===== src/rtl/rRp_pkg.sv =====
// rRp_pkg: width helpers and stage tag record shared by the high-radix MAC pipeline
package rRp_pkg;
  function automatic int digit_bits(input int radix);
    return $clog2(radix) + 1;
  endfunction
  function automatic int prod_bits(input int width, input int d);
    return d * (2 * width + 1);
  endfunction
  function automatic int acc_bits(input int width, input int d, input int guard);
    return prod_bits(width, d) + d * guard;
  endfunction
  typedef struct packed {
    logic valid;
    logic mode;
    logic acc_clr;
  } tag_t;
endpackage


===== src/rtl/rRp_mac_acc.sv =====
// rRp_mac_acc: retire stage - accumulator, sticky overflow flag and output register
module rRp_mac_acc
  import rRp_pkg::*;
#(
  parameter int PW = 27,
  parameter int AW = 33
) (
  input  logic          clk,
  input  logic          rst,
  input  logic          adv_i,
  input  tag_t          tag_i,
  input  logic [PW-1:0] prod_i,
  output logic          valid_o,
  output logic [AW-1:0] p_o,
  output logic          ovf_o
);
  logic [AW-1:0] acc_q, acc_d, p_q, p_d, ext, sum;
  logic          valid_q, ovf_q, ovf_d, wrap;
  assign ext = AW'($signed(prod_i));
  assign sum = (tag_i.acc_clr ? '0 : acc_q) + ext;
  // a clear-and-add starts from zero, so it can never overflow
  assign wrap = tag_i.mode && !tag_i.acc_clr && acc_q[AW-1] == ext[AW-1] && sum[AW-1] != acc_q[AW-1];
  always_comb begin
    acc_d = tag_i.mode ? sum : tag_i.acc_clr ? '0 : acc_q;
    p_d   = tag_i.mode ? sum : ext;
    ovf_d = !tag_i.acc_clr && (ovf_q || wrap);
  end
  always_ff @(posedge clk) begin
    if (rst) begin
      valid_q <= 1'b0;
      acc_q   <= '0;
      p_q     <= '0;
      ovf_q   <= 1'b0;
    end else if (adv_i) begin
      valid_q <= tag_i.valid;
      if (tag_i.valid) begin
        acc_q <= acc_d;
        p_q   <= p_d;
        ovf_q <= ovf_d;
      end
    end
  end
  assign valid_o = valid_q;
  assign p_o     = p_q;
  assign ovf_o   = ovf_q;
endmodule


===== src/rtl/rrp_mac_pipe.sv =====
// rrp_mac_pipe: pipelined signed high-radix multiply-accumulate with valid/ready flow control
module rrp_mac_pipe
  import rRp_pkg::*;
#(
  parameter int WIDTH = 8,
  parameter int RADIX = 4,
  parameter int DEPTH = 6,
  parameter int GUARD = 2,
  localparam int D  = digit_bits(RADIX),
  localparam int PW = prod_bits(WIDTH, D),
  localparam int AW = acc_bits(WIDTH, D, GUARD)
) (
  input  logic              clock,
  input  logic              reset,
  input  logic              in_valid,
  output logic              in_ready,
  input  logic [D*WIDTH-1:0] x_in,
  input  logic [D*WIDTH-1:0] y_in,
  input  logic              mode,
  input  logic              acc_clr,
  output logic              out_valid,
  input  logic              out_ready,
  output logic [AW-1:0]     p_out,
  output logic              ovf
);
  typedef struct packed {
    tag_t          tag;
    logic [PW-1:0] prod;
  } stage_t;
  tag_t                  cap_q;
  logic [D*WIDTH-1:0]    x_q, y_q;
  stage_t [DEPTH-1:0]    pipe_q;
  logic [PW-1:0]         prod;
  logic                  adv;
  assign adv      = !out_valid || out_ready;
  assign in_ready = adv;
  assign prod     = PW'($signed(x_q)) * PW'($signed(y_q));
  // operands are captured first; stage 1 then registers the full product
  always_ff @(posedge clock) begin
    if (reset) begin
      cap_q  <= '0;
      pipe_q <= '0;
    end else if (adv) begin
      cap_q     <= '{valid: in_valid, mode: mode, acc_clr: acc_clr};
      x_q       <= x_in;
      y_q       <= y_in;
      pipe_q[0] <= '{tag: cap_q, prod: prod};
      for (int i = 1; i < DEPTH; i++) pipe_q[i] <= pipe_q[i-1];
    end
  end
  rRp_mac_acc #(.PW(PW), .AW(AW)) u_acc (
    .clk    (clock),
    .rst    (reset),
    .adv_i  (adv),
    .tag_i  (pipe_q[DEPTH-1].tag),
    .prod_i (pipe_q[DEPTH-1].prod),
    .valid_o(out_valid),
    .p_o    (p_out),
    .ovf_o  (ovf)
  );
endmodule


===== config.mk =====
export PLATFORM = sky130hd
export DESIGN_NAME = rrp_mac_pipe
export DESIGN_NICKNAME = d
export VERILOG_FILES = /design/src/rtl/rRp_pkg.sv /design/src/rtl/rRp_mac_acc.sv /design/src/rtl/rrp_mac_pipe.sv
export SDC_FILE = /design/constraint.sdc
export NUM_CORES = 2
export LEC_CHECK = 0
export CORE_ASPECT_RATIO = 0.5
export CORE_MARGIN = 5
export CORE_UTILIZATION = 29
export CTS_CLUSTER_SIZE = 8
export DETAILED_ROUTE_END_ITERATION = 10
export PLACE_DENSITY = 0.49
export SLEW_MARGIN = 30
export SYNTH_ARGS = -nofsm -noshare
export SYNTH_HDL_FRONTEND = slang
export SYNTH_HIERARCHICAL = 1
export SYNTH_SLANG_ARGS = --single-unit
export TNS_END_PERCENT = 50

===== constraint.sdc =====
create_clock -name clock -period 6.6 [get_ports clock]
set_input_delay 1.32 -clock clock [delete_from_list [all_inputs] [get_ports clock]]
set_output_delay 1.32 -clock clock [all_outputs]
set_load 0.05 [all_outputs]

==> flow_metrics.py <==
metrics = {
    "outcome": {
        "status": "complete, but fails checks",
        "violations": "negative setup slack",
    },
    "timing": {
        "clock_skew_ps": 52.4,
        "setup_violations": 13,
        "final-max-slew-violation-count": 0,
        "hold_viol_final": 0,
        "fin_ws_ps": -265,
        "relSlewSlack": 0.365,
        "tightest_slew_ps": 952,
        "period_needed_ps": 6870,
        "fmax_ghz": 0.146,
        "rsz0062_at_grt": "yes",
        "min_period_over_period": 1.04,
        "finalSetupTns_ps": -2330,
    },
    "finish": {
        "areaGrowthSynthToFinish_pct": 18.1,
        "fin_nets": 5809,
        "stdcell_area_sq_mm": 0.0488,
        "ff_latch_area_sq_mm": 0.00995,
        "fin_cells": 6856,
        "final_common_cell": "nand2_1",
        "fillers": 14500,
        "drive_gt1_frac": 0.105,
        "most-common-layout-cells": "nand2_1 (1003), inv_1 (599), fa_1 (577)",
        "multi_input_area_sq_mm": 0.0283,
    },
    "place": {
        "dpl_worst_slack_ps": -426,
        "hpwl_microns": 90300,
        "dp.cells": 6744,
        "postPlaceCellArea_sq_mm": 0.0461,
        "place.port_buffers": 113,
        "place_congestion": 0.873,
    },
    "setup_path": {
        "worst_ep_arrival_time_ps": 7480,
        "start_kind": "register",
        "critical_path_class": "reg2reg",
        "cp_max_fo": 10,
        "required_ps": 7210,
        "end_kind": "register",
    },
    "drt": {
        "final_antenna_net_count": 0,
        "wl_microns": 116000,
        "dr.pass1.iters": 5,
        "vias": 31900,
        "drc": 0,
        "first_iter_violations": 2068,
        "wl_per_cell_microns": 16.9,
        "vias_per_cell": 4.66,
    },
    "synthesis": {
        "synth_edf_count": 48,
        "syn_nets": 5616,
        "synth.cell_area_sq_mm": 0.0413,
        "synth_ff_type": "dfxtp_1",
        "ys_ff_latch": 473,
        "postSynthCellCount": 4764,
        "synthArstFlopShare": 0,
        "syn_avg_cell_area_sq_um": 8.66,
        "ys_types": 86,
        "yosysWarnings": 6,
        "seq_area_frac_synth": 0.241,
    },
    "global_route": {
        "antenna_found_initial": 5,
        "grt_start_max_net_pins": 225,
        "grt_pass1_vias": 32900,
        "overflow": 0,
        "grt_pass1_wl_microns": 188000,
        "grtUsageTotal": 0.155,
    },
    "cts": {
        "htreeDepth": 3,
        "clkSinkCount": 473,
        "root_buffer": "clkbuf_16",
        "numCtsBuffers": 71,
        "worstSkewPairLatency_ps": 670,
        "cts_tree": "built",
        "path_clk_slew_ps": 50,
        "cts-hold-fix-buffers": 0,
        "cts_buffer_depth": 3,
    },
    "die": {
        "floorplan.initialDensity": 0.293,
        "rows": 97,
        "core_area_sq_mm": 0.141,
        "die_h_microns": 277,
        "die_width_microns": 543,
        "io_pins": 114,
        "fp.dieArea_sq_mm": 0.150,
    },
    "flow_run": {
        "drv_cap": 0,
    },
    "hold_path": {
        "hp-class": "reg2reg",
    },
}
[metrics by stage]
stage	util	hold WS [ps]
2_1_floorplan	-	415
3_3_place_gp	0.328	426
3_5_place_dp	0.328	431
4_1_cts	0.345	433
5_1_grt	0.347	457
6_report	0.347	437
[state kept, by name, summed over array words and instances, names as in the netlist]
signal         cells
cap_q              3
pipe_q           306
u_acc/acc_q       57
u_acc/ovf_o        1
u_acc/p_o         57
u_acc/valid_o      1
x_q               24
y_q               24
[cells by family (layout without fill, tap and decap cells)]
family | Yosys count | count (layout) | share of synthesized area
compound gates | 807 | 807 | 0.117
fa+ha+maj | 798 | 798 | 0.353
mux | 15 | 15 | 0.00364
flops | 473 | 473 | 0.241
buf+inv | 905 | 1114 | 0.0831
xor+xnor | 100 | 100 | 0.0212
other cells | 0 | 2 | 0
simple gates | 1666 | 1666 | 0.181
[what timing repair did]
action | 4_1_cts | 5_1_grt
pin swaps | 53 | 57
resized for setup | 50 | 50
gates cloned | 2 | 1
endpoints found under the setup margin | 22 | 26
buffers inserted | 12 | 7
[per-layer routing]
metal  wire, microns  track usage
met1           60300        0.238
met2           47600        0.223
met3            6420       0.0327
met5               0            0
met4            1710       0.0273
[area by class of cell]
| class | count | area share |
|---|---|---|
| inverter | 615 | 0.0476 |
| clock buffer | 78 | 0.0374 |
| tap | 1881 | 0.0483 |
| sequential | 473 | 0.204 |
| multi-input combinational | 3386 | 0.580 |
| antenna | 2 | 0.000103 |
| timing repair buffer | 410 | 0.0779 |
| clock inverter | 11 | 0.00426 |
[worst paths after layout]
check	from	cells after the start	endpoint	slack, ps
worst max-delay path	y_q[0]	26	pipe_q[41]	-270
worst min-delay path	u_acc/acc_q[47]	2	u_acc/acc_q[47]	440
worst max register to register	y_q[0]	26	pipe_q[41]	-270
worst min register to register	u_acc/acc_q[47]	2	u_acc/acc_q[47]	440
[cells in the mapped netlist, drive strengths merged, types with 3 or more instances]
| library cell | number | area, sq um |
|---|---|---|
| a22oi | 21 | 163 |
| xor2 | 29 | 254 |
| o21bai | 18 | 146 |
| and2 | 273 | 1710 |
| edfxtp | 48 | 1440 |
| clkbuf | 256 | 962 |
| a31o | 6 | 52.6 |
| nor4 | 4 | 25.0 |
| nand3b | 3 | 22.5 |
| o22ai | 3 | 18.8 |
| nor2 | 176 | 661 |
| a211oi | 48 | 365 |
| and3 | 23 | 149 |
| ha | 190 | 2380 |
| o21ai | 99 | 526 |
| a41oi | 3 | 33.8 |
| xnor2 | 71 | 622 |
| or3 | 4 | 25.0 |
| o21a | 8 | 61.3 |
| or2 | 4 | 25.0 |
| nand4 | 35 | 219 |
| o31ai | 9 | 77.6 |
| a21oi | 476 | 2400 |
| inv | 614 | 2300 |
| a221oi | 7 | 73.8 |
| nor2b | 64 | 400 |
| nor3b | 5 | 42.5 |
| nor3 | 23 | 115 |
| and4 | 5 | 43.8 |
| a21boi | 4 | 30.0 |
| buf | 34 | 160 |
| a22o | 12 | 105 |
| a21o | 40 | 300 |
| o211ai | 12 | 90.1 |
| nand2b | 14 | 87.6 |
| dfxtp | 425 | 8510 |
| o221a | 3 | 33.8 |
| fa | 608 | 12200 |
| mux2i | 15 | 150 |
| a211o | 9 | 80.1 |
| nand2 | 1006 | 3780 |
| a31oi | 14 | 133 |
| nand3 | 21 | 105 |
[critical path, cell delays in order, from the launching register on]
cell	delay [ps]
edfxtp_1	420
buf_12	160
and2_4	150
fa_1	540
inv_1	50
fa_1	460
fa_1	570
inv_2	40
fa_1	520
inv_2	40
fa_1	490
inv_2	40
fa_1	500
inv_1	50
fa_1	520
inv_2	50
ha_4	250
a21oi_2	160
o21ai_2	90
a21o_1	200
o21bai_4	170
a31oi_4	120
or4b_4	560
a31oi_4	220
o21ai_2	100
nor4b_2	230
a211o_1	130
Power is left out: the tool's default activity adds up to more than one toggle a clock period on the data nets, which glitch-free logic cannot reach.
